**src/rtl/eda_regional_max_engine_if.sv**
```systemverilog
// Host-side bus of the regional-maximum engine: image write port, start/clear
// controls, result read port and status outputs.
interface eda_regional_max_engine_if #(
    parameter int PIXEL_WIDTH = 8,
    parameter int ADDR_WIDTH  = 6
);
    logic                   write_en;
    logic [ADDR_WIDTH-1:0]  wr_addr;
    logic [PIXEL_WIDTH-1:0] pixel_in;
    logic [ADDR_WIDTH-1:0]  center_addr;
    logic                   new_pixel;
    logic                   clear;
    logic [ADDR_WIDTH-1:0]  rd_addr;
    logic [1:0]             rd_state;
    logic                   busy;
    logic                   done;
    logic                   is_max;

    modport master (
        output write_en, wr_addr, pixel_in, center_addr, new_pixel, clear, rd_addr,
        input  rd_state, busy, done, is_max
    );

    modport slave (
        input  write_en, wr_addr, pixel_in, center_addr, new_pixel, clear, rd_addr,
        output rd_state, busy, done, is_max
    );
endinterface

```
**src/rtl/eda_regional_max_engine.sv**
```systemverilog
// Regional-maximum classifier: flood-fills the 8-connected equal plateau around a
// center pixel by repeated row-major sweeps, then labels it maximum / not maximum.
module eda_regional_max_engine #(
    parameter int M            = 6,
    parameter int N            = 6,
    parameter int PIXEL_WIDTH  = 8,
    parameter int WINDOW_WIDTH = 9,
    parameter int I_WIDTH      = $clog2(M),
    parameter int J_WIDTH      = $clog2(N),
    parameter int ADDR_WIDTH   = I_WIDTH + J_WIDTH
) (
    input  logic                     clk,
    input  logic                     reset_n,
    eda_regional_max_engine_if.slave bus
);

    typedef enum logic [2:0] {
        ST_IDLE  = 3'd0,
        ST_INIT  = 3'd1,
        ST_SWEEP = 3'd2,
        ST_FINAL = 3'd3,
        ST_DONE  = 3'd4
    } state_t;

    logic [PIXEL_WIDTH-1:0] img_r  [M][N];
    logic [1:0]             iter_r [M][N];

    state_t             state_r;
    logic [I_WIDTH-1:0] row_r;
    logic [J_WIDTH-1:0] col_r;
    logic [I_WIDTH-1:0] cen_row_r;
    logic [J_WIDTH-1:0] cen_col_r;
    logic               changed_r;
    logic               nonmax_r;
    logic               busy_r;
    logic               done_r;
    logic               is_max_r;

    logic [I_WIDTH-1:0] wr_row_s, cen_row_s, rd_row_s;
    logic [J_WIDTH-1:0] wr_col_s, cen_col_s, rd_col_s;
    logic               wr_ok_s, cen_ok_s, rd_ok_s;
    logic               last_s;

    logic [I_WIDTH-1:0]     nrow_s [3];
    logic [J_WIDTH-1:0]     ncol_s [3];
    logic [2:0]             row_ok_s;
    logic [2:0]             col_ok_s;
    logic [PIXEL_WIDTH-1:0] cur_pix_s;
    logic                   cur_member_s;
    logic [WINDOW_WIDTH-1:0] nbr_ok_s;
    logic [PIXEL_WIDTH-1:0] nbr_pix_s [WINDOW_WIDTH];
    logic [1:0]             nbr_st_s  [WINDOW_WIDTH];
    logic [WINDOW_WIDTH-1:0] grow_s;
    logic                   higher_s;
    logic                   changed_now_s;

    function automatic logic row_in(input logic [I_WIDTH-1:0] r);
        return ({1'b0, r} < (I_WIDTH + 1)'(M));
    endfunction

    function automatic logic col_in(input logic [J_WIDTH-1:0] c);
        return ({1'b0, c} < (J_WIDTH + 1)'(N));
    endfunction

    assign wr_row_s  = bus.wr_addr[ADDR_WIDTH-1:J_WIDTH];
    assign wr_col_s  = bus.wr_addr[J_WIDTH-1:0];
    assign cen_row_s = bus.center_addr[ADDR_WIDTH-1:J_WIDTH];
    assign cen_col_s = bus.center_addr[J_WIDTH-1:0];
    assign rd_row_s  = bus.rd_addr[ADDR_WIDTH-1:J_WIDTH];
    assign rd_col_s  = bus.rd_addr[J_WIDTH-1:0];
    assign wr_ok_s   = row_in(wr_row_s) && col_in(wr_col_s);
    assign cen_ok_s  = row_in(cen_row_s) && col_in(cen_col_s);
    assign rd_ok_s   = row_in(rd_row_s) && col_in(rd_col_s);
    assign last_s    = (row_r == I_WIDTH'(M - 1)) && (col_r == J_WIDTH'(N - 1));

    // Neighbour row/column indices; off-image neighbours fold back onto the scan pixel
    always_comb begin
        row_ok_s[0] = (row_r != '0);
        row_ok_s[1] = 1'b1;
        row_ok_s[2] = (row_r != I_WIDTH'(M - 1));
        col_ok_s[0] = (col_r != '0);
        col_ok_s[1] = 1'b1;
        col_ok_s[2] = (col_r != J_WIDTH'(N - 1));
        nrow_s[0]   = row_ok_s[0] ? (row_r - I_WIDTH'(1)) : row_r;
        nrow_s[1]   = row_r;
        nrow_s[2]   = row_ok_s[2] ? (row_r + I_WIDTH'(1)) : row_r;
        ncol_s[0]   = col_ok_s[0] ? (col_r - J_WIDTH'(1)) : col_r;
        ncol_s[1]   = col_r;
        ncol_s[2]   = col_ok_s[2] ? (col_r + J_WIDTH'(1)) : col_r;
    end

    assign cur_pix_s    = img_r[row_r][col_r];
    assign cur_member_s = (iter_r[row_r][col_r] == 2'd1);

    // Gather the 3x3 window around the scan pixel
    always_comb begin
        for (int k = 0; k < WINDOW_WIDTH; k++) begin
            nbr_ok_s[k]  = cur_member_s && row_ok_s[k / 3] && col_ok_s[k % 3] && (k != 4);
            nbr_pix_s[k] = img_r[nrow_s[k / 3]][ncol_s[k % 3]];
            nbr_st_s[k]  = iter_r[nrow_s[k / 3]][ncol_s[k % 3]];
        end
    end

    // Plateau growth and strictly-higher-neighbour detection for the scan pixel
    always_comb begin
        higher_s = 1'b0;
        grow_s   = '0;
        for (int k = 0; k < WINDOW_WIDTH; k++) begin
            grow_s[k] = nbr_ok_s[k] && (nbr_pix_s[k] == cur_pix_s) && (nbr_st_s[k] == 2'd0);
            higher_s  = higher_s | (nbr_ok_s[k] && (nbr_pix_s[k] > cur_pix_s));
        end
    end

    assign changed_now_s = changed_r | (|grow_s);

    // Image memory: host writes only while idle and in range
    always_ff @(posedge clk or negedge reset_n) begin
        if (!reset_n) begin
            for (int i = 0; i < M; i++) begin
                for (int j = 0; j < N; j++) begin
                    img_r[i][j] <= '0;
                end
            end
        end else if (bus.write_en && (state_r == ST_IDLE) && wr_ok_s) begin
            img_r[wr_row_s][wr_col_s] <= bus.pixel_in;
        end
    end

    // Control FSM together with the iterated memory it owns
    always_ff @(posedge clk or negedge reset_n) begin
        if (!reset_n) begin
            for (int i = 0; i < M; i++) begin
                for (int j = 0; j < N; j++) begin
                    iter_r[i][j] <= 2'd0;
                end
            end
            state_r   <= ST_IDLE;
            row_r     <= '0;
            col_r     <= '0;
            cen_row_r <= '0;
            cen_col_r <= '0;
            changed_r <= 1'b0;
            nonmax_r  <= 1'b0;
            busy_r    <= 1'b0;
            done_r    <= 1'b0;
            is_max_r  <= 1'b0;
        end else if (bus.clear) begin
            for (int i = 0; i < M; i++) begin
                for (int j = 0; j < N; j++) begin
                    iter_r[i][j] <= 2'd0;
                end
            end
            state_r   <= ST_IDLE;
            row_r     <= '0;
            col_r     <= '0;
            changed_r <= 1'b0;
            nonmax_r  <= 1'b0;
            busy_r    <= 1'b0;
            done_r    <= 1'b0;
            is_max_r  <= 1'b0;
        end else begin
            done_r <= 1'b0;
            case (state_r)
                ST_IDLE: begin
                    if (bus.new_pixel && cen_ok_s) begin
                        cen_row_r <= cen_row_s;
                        cen_col_r <= cen_col_s;
                        busy_r    <= 1'b1;
                        // A center already classified answers from the stored label
                        if (iter_r[cen_row_s][cen_col_s][1]) begin
                            state_r  <= ST_DONE;
                            done_r   <= 1'b1;
                            is_max_r <= (iter_r[cen_row_s][cen_col_s] == 2'd2);
                        end else begin
                            state_r  <= ST_INIT;
                            is_max_r <= 1'b0;
                        end
                    end
                end
                ST_INIT: begin
                    iter_r[cen_row_r][cen_col_r] <= 2'd1;
                    changed_r <= 1'b0;
                    nonmax_r  <= 1'b0;
                    row_r     <= '0;
                    col_r     <= '0;
                    state_r   <= ST_SWEEP;
                end
                ST_SWEEP: begin
                    for (int k = 0; k < WINDOW_WIDTH; k++) begin
                        if (grow_s[k]) begin
                            iter_r[nrow_s[k / 3]][ncol_s[k % 3]] <= 2'd1;
                        end
                    end
                    nonmax_r <= nonmax_r | higher_s;
                    if (last_s) begin
                        row_r     <= '0;
                        col_r     <= '0;
                        changed_r <= 1'b0;
                        state_r   <= changed_now_s ? ST_SWEEP : ST_FINAL;
                    end else begin
                        changed_r <= changed_now_s;
                        if (col_r == J_WIDTH'(N - 1)) begin
                            col_r <= '0;
                            row_r <= row_r + I_WIDTH'(1);
                        end else begin
                            col_r <= col_r + J_WIDTH'(1);
                        end
                    end
                end
                ST_FINAL: begin
                    if (iter_r[row_r][col_r] == 2'd1) begin
                        iter_r[row_r][col_r] <= nonmax_r ? 2'd3 : 2'd2;
                    end
                    if (last_s) begin
                        row_r    <= '0;
                        col_r    <= '0;
                        state_r  <= ST_DONE;
                        done_r   <= 1'b1;
                        is_max_r <= !nonmax_r;
                    end else if (col_r == J_WIDTH'(N - 1)) begin
                        col_r <= '0;
                        row_r <= row_r + I_WIDTH'(1);
                    end else begin
                        col_r <= col_r + J_WIDTH'(1);
                    end
                end
                ST_DONE: begin
                    state_r <= ST_IDLE;
                    busy_r  <= 1'b0;
                end
                default: begin
                    state_r <= ST_IDLE;
                    busy_r  <= 1'b0;
                end
            endcase
        end
    end

    assign bus.rd_state = rd_ok_s ? iter_r[rd_row_s][rd_col_s] : 2'd0;
    assign bus.busy     = busy_r;
    assign bus.done     = done_r;
    assign bus.is_max   = is_max_r;

endmodule

```
**src/flat_wrapper.sv**
```systemverilog
// flat-port wrapper written by rule: the top's interface ports become plain ports
module eda_regional_max_engine_flat 
#(
    parameter int M            = 6,
    parameter int N            = 6,
    parameter int PIXEL_WIDTH  = 8,
    parameter int WINDOW_WIDTH = 9,
    parameter int I_WIDTH      = $clog2(M),
    parameter int J_WIDTH      = $clog2(N),
    parameter int ADDR_WIDTH   = I_WIDTH + J_WIDTH
)
  (clk, reset_n, bus_write_en, bus_wr_addr, bus_pixel_in, bus_center_addr, bus_new_pixel, bus_clear, bus_rd_addr, bus_rd_state, bus_busy, bus_done, bus_is_max);
  eda_regional_max_engine_if #(.PIXEL_WIDTH(PIXEL_WIDTH), .ADDR_WIDTH(ADDR_WIDTH)) bus_i ();
  input  logic clk;
  input  logic reset_n;
  input wire logic [$bits(bus_i.write_en)-1:0] bus_write_en;
  input wire logic [$bits(bus_i.wr_addr)-1:0] bus_wr_addr;
  input wire logic [$bits(bus_i.pixel_in)-1:0] bus_pixel_in;
  input wire logic [$bits(bus_i.center_addr)-1:0] bus_center_addr;
  input wire logic [$bits(bus_i.new_pixel)-1:0] bus_new_pixel;
  input wire logic [$bits(bus_i.clear)-1:0] bus_clear;
  input wire logic [$bits(bus_i.rd_addr)-1:0] bus_rd_addr;
  output wire logic [$bits(bus_i.rd_state)-1:0] bus_rd_state;
  output wire logic [$bits(bus_i.busy)-1:0] bus_busy;
  output wire logic [$bits(bus_i.done)-1:0] bus_done;
  output wire logic [$bits(bus_i.is_max)-1:0] bus_is_max;
  assign bus_i.write_en = bus_write_en;
  assign bus_i.wr_addr = bus_wr_addr;
  assign bus_i.pixel_in = bus_pixel_in;
  assign bus_i.center_addr = bus_center_addr;
  assign bus_i.new_pixel = bus_new_pixel;
  assign bus_i.clear = bus_clear;
  assign bus_i.rd_addr = bus_rd_addr;
  assign bus_rd_state = bus_i.rd_state;
  assign bus_busy = bus_i.busy;
  assign bus_done = bus_i.done;
  assign bus_is_max = bus_i.is_max;
  eda_regional_max_engine #(.M(M), .N(N), .PIXEL_WIDTH(PIXEL_WIDTH), .WINDOW_WIDTH(WINDOW_WIDTH), .I_WIDTH(I_WIDTH), .J_WIDTH(J_WIDTH), .ADDR_WIDTH(ADDR_WIDTH)) u_core (.clk(clk), .reset_n(reset_n), .bus(bus_i));
endmodule
```
**config.mk**
```make
export PLATFORM = sky130hd
export DESIGN_NAME = eda_regional_max_engine_flat
export DESIGN_NICKNAME = d
export VERILOG_FILES = /design/src/rtl/eda_regional_max_engine_if.sv /design/src/rtl/eda_regional_max_engine.sv /design/src/flat_wrapper.sv
export SDC_FILE = /design/constraint.sdc
export NUM_CORES = 2
export LEC_CHECK = 0
export BUFFER_PORTS_ARGS = -buffer_cell sky130_fd_sc_hd__buf_2
export CAP_MARGIN = 20
export CORE_UTILIZATION = 24
export CTS_BUF_LIST = sky130_fd_sc_hd__clkbuf_4 sky130_fd_sc_hd__clkbuf_8
export CTS_CLUSTER_SIZE = 28
export DETAILED_ROUTE_END_ITERATION = 7
export GPL_ROUTABILITY_DRIVEN = 0
export PLACE_DENSITY = 0.4
export SYNTH_ARGS = -nofsm -noshare
export SYNTH_HDL_FRONTEND = slang
export SYNTH_SLANG_ARGS = --single-unit
```
**constraint.sdc**
```tcl
create_clock -name clk -period 5.95 [get_ports clk]
set_input_delay 0.595 -clock clk [delete_from_list [all_inputs] [get_ports clk]]
set_output_delay 0.595 -clock clk [all_outputs]
set_load 0.02 [all_outputs]
```
Word-level counts from Yosys, hierarchy flattened
Index checks and enable logic that the tools add are counted.

storage, ports and cells
  flip-flop bits (word level) = 380
  latch bits = 0
  RAM bits = 0
  memory bits (read-only) = 0
  input port bits = 31
  output and inout port bits = 5
  logic and storage cells = 454
  memories = 0

cells by class
  add/sub/neg operators = 4
  multiply operators = 0
  divide/modulo/power cells = 0
  order comparisons = 38
  eq/ne operators = 23
  shift-type cells = 0
  muxes and demuxes = 182
  bitwise operators = 51
  reduce and logical (&&, ||, !) cells = 74

operators by type and width
  operator                                                                       number
  72-bit two-way mux                                                             24
  48-bit binary-select mux with 3-bit select                                     3
  12-bit demux with 3-bit select                                                 10
  48-bit two-way mux                                                             7
  36-bit bitwise AND                                                             9
  36-bit inverter                                                                9
  36-bit OR                                                                      9
  288-bit bitwise mux                                                            1
  12-bit two-way mux                                                             20
  8-bit binary-select mux with 3-bit select                                      9
  72-bit one-hot mux with 3 select lines                                         1
  12-bit binary-select mux with 3-bit select                                     5
  8-bit two-way mux                                                              19
  48-bit demux with 3-bit select                                                 1
  72-bit bitwise mux                                                             1
  2-bit binary-select mux with 3-bit select                                      11
  8-bit == test                                                                  8
  8-bit greater-than comparator                                                  8
  4-bit greater-or-equal comparator (second input constant)                      14
  3-bit inverter with 4-bit output                                               14
  2-bit two-way mux                                                              27
  1-bit logical AND                                                              49
  3-bit two-way mux                                                              15
  4-bit by 1-bit less-than comparator with 1-bit output (second input constant)  10
  other kinds (30)                                                               88

Logic depth before layout (Yosys ltp)
  depth after elaboration = 43
  mapped depth = 28
  depth with buffers taken out = 22

Worst setup path after synthesis
OpenSTA, ideal clock, no wires.

  kind = reg2reg
  start point = reg u_core.col_r[1]
  end point = reg u_core.iter_r[65] (netlist bit)
  library setup time = 0.121 ns
  arrival time = 5.449 ns
  data required time = 5.829 ns
  setup slack = 0.380 ns
  stages on the path, launching flop included = 26
  path buffers = 6
  clock period less this slack = 5.570 ns
  path through = dfrtp_1 -> buf_2 -> inv_1 -> clkbuf_1 -> clkbuf_1 -> ha_1 -> and2_1 -> inv_1 -> clkbuf_1 -> ha_1 -> nand3_1 -> clkbuf_1 -> clkbuf_1 -> o22ai_1 -> a2111oi_0 -> ha_1 -> and4_1 -> nand2_1 -> a311oi_1 -> o221ai_1 -> a21oi_1 -> nand4_1 -> o221ai_2 -> nand2_1 -> a31o_1 -> a22o_1

between the ends
  cells in the longest elaborated chain, start to end = 42
  elaborated cells on any way between the ends = 181
  those cells by class = add/sub: 2; order compare: 6; eq/ne: 11; mux: 106; bitwise: 19; reduce/logical: 37

RTL lines
  item                                                                                                                                     line                                                                                           RTL
  start, declared                                                                                                                          eda_regional_max_engine.sv:30                                                                  logic [J_WIDTH-1:0] col_r;
  start signal, assigned                                                                                                                   eda_regional_max_engine.sv:206                                                                 col_r <= col_r + J_WIDTH'(1);
  start signal, assigned                                                                                                                   eda_regional_max_engine.sv:224                                                                 col_r <= col_r + J_WIDTH'(1);
  3-bit by 1-bit subtractor with 3-bit output / 3-bit nonzero test (equally long branches)                                                 eda_regional_max_engine.sv:87, eda_regional_max_engine.sv:81
  3-bit two-way mux                                                                                                                        eda_regional_max_engine.sv:87                                                                  ncol_s[0] = col_ok_s[0] ? (col_r - J_WIDTH'(1)) : col_r;
  3-bit inverter with 4-bit output (not written as such)                                                                                   eda_regional_max_engine.sv:99, eda_regional_max_engine.sv:100, eda_regional_max_engine.sv:191
  4-bit greater-or-equal comparator (not written as such) / 4-bit by 1-bit less-than comparator with 1-bit output (equally long branches)  eda_regional_max_engine.sv:191                                                                 iter_r[nrow_s[k / 3]][ncol_s[k % 3]] <= 2'd1;
  1-bit logical AND (not written as such)                                                                                                  eda_regional_max_engine.sv:191
  2-bit two-way mux (not written as such)                                                                                                  eda_regional_max_engine.sv:191
  2-bit demux with 3-bit select                                                                                                            eda_regional_max_engine.sv:191
  12-bit two-way mux (not written as such)                                                                                                 eda_regional_max_engine.sv:191
  [26 not listed]                                                                                                                          --
  36-bit bitwise AND (no line)                                                                                                             --
  72-bit two-way mux                                                                                                                       eda_regional_max_engine.sv:190                                                                 if (grow_s[k]) begin
  72-bit two-way mux                                                                                                                       eda_regional_max_engine.sv:163                                                                 case (state_r)
  72-bit two-way mux                                                                                                                       eda_regional_max_engine.sv:147                                                                 end else if (bus.clear) begin
  36-bit bitwise AND (no line)                                                                                                             --
  72-bit two-way mux                                                                                                                       eda_regional_max_engine.sv:190
  72-bit one-hot mux with 3 select lines                                                                                                   eda_regional_max_engine.sv:163
  72-bit two-way mux                                                                                                                       eda_regional_max_engine.sv:147
  end signal, assigned by index                                                                                                            eda_regional_max_engine.sv:212                                                                 iter_r[row_r][col_r] <= nonmax_r ? 2'd3 : 2'd2;
  end, declared                                                                                                                            eda_regional_max_engine.sv:26                                                                  logic [1:0] iter_r [M][N];

Several ways; a longest one is shown, not always the timed one. The select of a mux whose other input is x is not followed.
A chain may end at the register's enable or synchronous reset.

Worst setup path after layout
  start point = reg u_core.row_r[0]
  end point = reg u_core.state_r[0]

between the ends
  cells in the longest elaborated chain, start to end = 18
  elaborated cells on any way between the ends = 133
  those cells by class = add/sub: 2; eq/ne: 13; mux: 78; bitwise: 4; reduce/logical: 36

RTL lines
  item                                                                                                          line                                                                                          RTL
  start, declared                                                                                               eda_regional_max_engine.sv:29                                                                 logic [I_WIDTH-1:0] row_r;
  start signal, assigned                                                                                        eda_regional_max_engine.sv:204                                                                row_r <= row_r + I_WIDTH'(1);
  start signal, assigned                                                                                        eda_regional_max_engine.sv:222                                                                row_r <= row_r + I_WIDTH'(1);
  3-bit by 1-bit subtractor with 3-bit output, or another cell as far along                                     eda_regional_max_engine.sv:84                                                                 nrow_s[0] = row_ok_s[0] ? (row_r - I_WIDTH'(1)) : row_r;
  3-bit two-way mux, or another cell as far along                                                               eda_regional_max_engine.sv:84
  3-bit inverter with 4-bit output (not written as such) / 12-bit two-way mux (equally long branches)           eda_regional_max_engine.sv:99, eda_regional_max_engine.sv:100, eda_regional_max_engine.sv:93
  48-bit binary-select mux with 3-bit select / 12-bit two-way mux (equally long branches)                       --
  48-bit two-way mux (not written as such) / 2-bit binary-select mux with 3-bit select (equally long branches)  eda_regional_max_engine.sv:99, eda_regional_max_engine.sv:93
  48-bit two-way mux (not written as such) / 2-bit two-way mux (equally long branches)                          eda_regional_max_engine.sv:99, eda_regional_max_engine.sv:93
  8-bit binary-select mux with 3-bit select / 2-bit two-way mux (equally long branches)                         eda_regional_max_engine.sv:99, eda_regional_max_engine.sv:93
  8-bit two-way mux (not written as such) / 2-bit by 1-bit == test with 1-bit output (equally long branches)    eda_regional_max_engine.sv:99, eda_regional_max_engine.sv:93
  8-bit two-way mux (not written as such) / 1-bit logical AND (equally long branches)                           eda_regional_max_engine.sv:99, eda_regional_max_engine.sv:98
  8-bit == test / 1-bit logical AND (equally long branches)                                                     eda_regional_max_engine.sv:109, eda_regional_max_engine.sv:98
  1-bit logical AND (2 in a row)                                                                                eda_regional_max_engine.sv:109                                                                grow_s[k] = nbr_ok_s[k] && (nbr_pix_s[k] == cur_pix_s) && (nbr_st_s[k] == 2'd0);
  8-bit OR reduction                                                                                            eda_regional_max_engine.sv:114                                                                assign changed_now_s = changed_r | (|grow_s);
  1-bit OR                                                                                                      eda_regional_max_engine.sv:114
  1-bit two-way mux                                                                                             eda_regional_max_engine.sv:199                                                                state_r <= changed_now_s ? ST_SWEEP : ST_FINAL;
  3-bit two-way mux                                                                                             eda_regional_max_engine.sv:195                                                                if (last_s) begin
  3-bit one-hot mux with 4 select lines                                                                         eda_regional_max_engine.sv:163
  3-bit two-way mux                                                                                             eda_regional_max_engine.sv:147
  end signal, assigned                                                                                          eda_regional_max_engine.sv:199
  end, declared                                                                                                 eda_regional_max_engine.sv:28                                                                 state_t state_r;

Several ways; a longest one is shown, not always the timed one. The select of a mux whose other input is x is not followed.

==> results <==
- The run finished with clean final reports.
- Clock tree synthesis inserted a total of 76 buffers.
- The count of nets after finishing is 3814.
- Yosys mapped a number of flops with a built-in enable equal to 0.
- After synthesis, the share of flip-flops with an asynchronous set or reset is 1.00.
- The mapped netlist covers approximately 0.032 mm^2.
- CTS built an H-tree with a depth of 3.
- The number of global-route vias before repair is ~32000.
- Measured along the y axis, the die boundary spans 367 um.
- Of the total power, the share spent switching nets is 0.552.
- The count of pins on the block boundary is 36.
- From left edge to right edge, the die measures 367 um.
- The sequential power share is 0.160.
- Summed over all layers, the global routing overflow is 0.
- Counting flops and latches in the post-synthesis netlist gives 380.
- In the detailed route, the total length drawn on met2 is 77500 um.
- The part of the total power dissipated in combinational logic is 0.705.
- The die covers 0.135 mm^2.
- Across the VDD grid, the largest voltage drop is 0.000559 V.
- The dominant register cell in the synthesized netlist is sky130_fd_sc_hd__dfrtp_1.
- The portion of the post-synthesis area used by sequential elements is 0.297.
- Setup violations remaining at the end of the flow were counted as 0.
- Dividing the detail-routed via count by the number of cells gives 6.09.
- The signed area change from the synthesized netlist to the final layout is 18.1%.
- The TritonCTS clock tree is yes.
- In the final layout, the share of cells above drive strength 1 is 0.266.
- The wire-length estimate of the detail-placed layout is between 100000 and 150000 um.
- The total area inside the core boundary comes to 0.132 mm^2.
- For this block, wires on met1 add up to 75100 um.
- The placement row count is 133.
- At the pin with the least slew margin, the transition time is 1.11 ns.
- In this run the static leakage power is 0.0152 uW.
- The max-slew headroom at the worst pin is 0.257.
- The overall routing resource usage is 0.263.
- The wire length on met3 is roughly 16000 um.
- In this run the worst path has a maximum fanout of 44.
- The number of hold-slack violations in the final timing report is 0.
- The kind of path behind the tightest hold check is in -> reg.
- The post-route minimum period is 5.84 ns.
- The total via count after detailed routing is ~34000.
- The number of slew-limit violations in the final report is 0.
- Once layout is done, the placed cells without fillers occupy 0.0378 mm^2.
- In the final timing run, aggregate negative setup slack is 0 ns.
- In this run the clock root is driven by a sky130_fd_sc_hd__clkbuf_8.
- For this design the ratio of total power to cell area is 623 mW/mm^2.
- The highest metal layer carrying signal wires in the routed design is met4.
- The achievable clock frequency is 171 MHz.
- The count of warnings emitted by yosys is 0.
- The detail-routed net length per standard cell is 32.8 um.
- The clock latency of the later-clocked register in the worst-skew pair is between 0.8 and 0.9 ns.
- The final antenna-violating net count is 0.
- The placed instance area is 0.0359 mm^2.
- The share of total power dissipated in the clock network is 0.135.
- The initial utilization of the core area, before any placement, comes to 0.243.
- The type of destination of the critical path is a flip-flop.
- The number of antenna violations at the first check in global routing came to 3.
- The design internal power is between 10000 and 15000 uW.
- The setup clock skew after layout is 0.0774 ns.
- The synthesized netlist net count is 3712.
- The wire length after detailed routing is 181000 um.
- The first global-routing pass estimated 257000 um of wire.
- The unique cell type count in the Yosys netlist is approximately 100.
- Before antenna repair, the detailed router went through 8 iterations.
- At the worst endpoint, the required time is 6.58 ns.
- The post-synthesis average cell area is 8.87 um^2.
- The clock sink count is 380.
- The net load switching power is about 13000 uW.
- Of the available clock period, the critical path in the final layout requires 0.981.
- In the synthesized netlist, the number of instances is 3607.
- In the routed design, unresolved DRC markers number 0.
- The data arrival time of the critical path is 6.47 ns.
- Input and output buffers added on the ports amount to 35.
- The power after layout is 23500 uW.
- Across the run, the number of max-cap violations was 0.
- Setup repair after global routing left no endpoint under its margin.
- The largest net degree at the start of global routing is 156.
- Clock-pin slew was measured on the worst setup and hold paths at 0.06 ns.
- The maximum number of buffers from clock root to sink is 3.
- The detailed router finished its first iteration with 4396 violations.
- STA classifies the critical path startpoint as a flip-flop.
- The worst setup path is of the reg -> reg kind.
layout make-up:
cell class                 count  area (um^2)
multi-input combinational   2874        21300
fill                       14112        94000
clock buffer                 114         1430
inverter                      21         78.8
sequential                   380         9520
tap                         1755         2200
antenna                        7         17.5
clock inverter                20          327
timing repair buffer         356         2900
worst max-delay path, stage by stage (launching register included):
cell,delay (ns)
sky130_fd_sc_hd__dfrtp_4,0.43
sky130_fd_sc_hd__buf_12,0.31
sky130_fd_sc_hd__ha_1,0.34
sky130_fd_sc_hd__nand3b_1,0.22
sky130_fd_sc_hd__and2_0,0.21
sky130_fd_sc_hd__nand2_2,0.13
sky130_fd_sc_hd__buf_12,0.19
sky130_fd_sc_hd__o21ai_0,0.60
sky130_fd_sc_hd__mux2i_1,0.16
sky130_fd_sc_hd__o21ai_0,0.36
sky130_fd_sc_hd__nand3_1,0.16
sky130_fd_sc_hd__ha_1,0.31
sky130_fd_sc_hd__nand4_1,0.15
sky130_fd_sc_hd__nor2_1,0.39
sky130_fd_sc_hd__o2111ai_1,0.17
sky130_fd_sc_hd__a221oi_1,0.29
sky130_fd_sc_hd__buf_4,0.20
sky130_fd_sc_hd__nand3_1,0.18
sky130_fd_sc_hd__o22ai_1,0.24
sky130_fd_sc_hd__nor3_1,0.07
sky130_fd_sc_hd__nand3_1,0.22
sky130_fd_sc_hd__buf_4,0.17
sky130_fd_sc_hd__o311ai_0,0.12
state kept, by name, indices dropped and copies added (netlist names), 3 cells and up:
| name | count |
|---|---|
| u_core.cen_col_r | 3 |
| u_core.iter_r | 72 |
| u_core.cen_row_r | 3 |
| u_core.img_r | 288 |
| u_core.row_r | 3 |
| u_core.col_r | 3 |
| u_core.state_r | 3 |
stage by stage:
stage                     std cells  utilization  hold slack [ns]  setup WS (ns)
after floorplan                3607            -            0.299          0.380
after global placement         5380        0.272            0.529         -0.106
after detailed placement       5382        0.272            0.543         -0.128
after CTS                      5517        0.286           0.0793        0.00510
after global routing           5524        0.287            0.158         0.0141
final                          5527        0.287            0.157          0.111
what timing repair did:
| item | CTS | global route |
|---|---|---|
| endpoints found under the hold margin | 88 | 0 |
| pin swaps | 0 | 0 |
| endpoints found under the setup margin | 8 | 51 |
| setup buffers | 0 | 3 |
| cloned | 0 | 0 |
| hold buffers | 1 | 0 |
| gates resized for setup | 4 | 37 |
logic make-up (layout without fill, tap and decap cells):
logic type               count (synthesis)  in the layout  synth area share
AO/OA/AOI/OAI                         1188           1188             0.251
AND/OR/NAND/NOR                       1015           1015             0.144
multiplexers                           593            593             0.233
flip-flops                             380            380             0.297
buffers and inverters                  353            511            0.0450
adder cells (fa/ha/maj)                 74             74            0.0289
XOR/XNOR                                 4              4           0.00109
other                                    0              7                 0
Yosys cell counts (all sizes together) (12+ instances only):
master / n / area share
a2111oi: 23 / 0.0067
a211oi: 62 / 0.015
a21o: 12 / 0.0028
a21oi: 220 / 0.034
a221oi: 44 / 0.012
a22o: 19 / 0.0052
a22oi: 101 / 0.024
a311oi: 14 / 0.0038
a31oi: 74 / 0.014
buf: 89 / 0.014
clkbuf: 243 / 0.029
dfrtp: 380 / 0.30
ha: 74 / 0.029
inv: 19 / 0.0022
mux2: 321 / 0.11
mux2i: 184 / 0.058
mux4: 88 / 0.062
nand2: 397 / 0.047
nand2b: 28 / 0.0055
nand3: 89 / 0.014
nand3b: 17 / 0.0040
nand4: 31 / 0.0061
nor2: 286 / 0.034
nor2b: 24 / 0.0047
nor3: 46 / 0.0074
o211ai: 62 / 0.015
o21a: 26 / 0.0061
o21ai: 256 / 0.040
o221ai: 60 / 0.017
o22a: 12 / 0.0033
o22ai: 82 / 0.016
o31ai: 17 / 0.0040
or2: 13 / 0.0025
or3: 13 / 0.0025
final timing paths:
check	start	end	slack (ns)	cells past startpoint
max	u_core.row_r[0]$_DFFE_PN0P_	u_core.state_r[0]$_DFFE_PN0P_	0.11	22
min	bus_clear	u_core.bus.done$_DFF_PN0_	0.16	2
max reg2reg	u_core.row_r[0]$_DFFE_PN0P_	u_core.state_r[0]$_DFFE_PN0P_	0.11	22
min reg2reg	u_core.bus.busy$_DFFE_PN0P_	u_core.bus.busy$_DFFE_PN0P_	0.53	2
max in group asynchronous	reset_n	u_core.img_r[109]$_DFFE_PN0P_	4.04	3
min in group asynchronous	reset_n	u_core.iter_r[35]$_DFFE_PN0P_	0.42	2
routing by layer:
layer	GRT usage	up-vias
li1	-	14130
met1	0.343	16984
met2	0.392	2042
met3	0.0617	528
met4	0.159	0
met5	0	-
layout by cell type (no fill, tap or decap), drive strengths merged, types with 44 or more instances in the layout:
master | netlist | layout
mux2i | 184 | 184
nor2 | 286 | 286
o22ai | 82 | 82
a221oi | 44 | 44
a211oi | 62 | 62
nor3 | 46 | 46
nand2 | 397 | 397
dfrtp | 380 | 380
o221ai | 60 | 60
mux2 | 321 | 321
a31oi | 74 | 74
buf | 89 | 355
nand3 | 89 | 89
o211ai | 62 | 62
a21oi | 220 | 220
clkbuf | 243 | 114
mux4 | 88 | 88
a22oi | 101 | 101
ha | 74 | 74
o21ai | 256 | 256
power groups by stage:
stage / clock network [uW] / logic [uW] / registers [uW]
2_1_floorplan: 0 / 9140 / 3260
3_3_place_gp: 0 / 15900 / 3760
3_5_place_dp: 0 / 15800 / 3760
4_1_cts: 3260 / 15900 / 3720
5_1_grt: 3370 / 17300 / 3790
6_report: 3180 / 16600 / 3770
No activity file was read; power rests on OpenSTA's default activity.
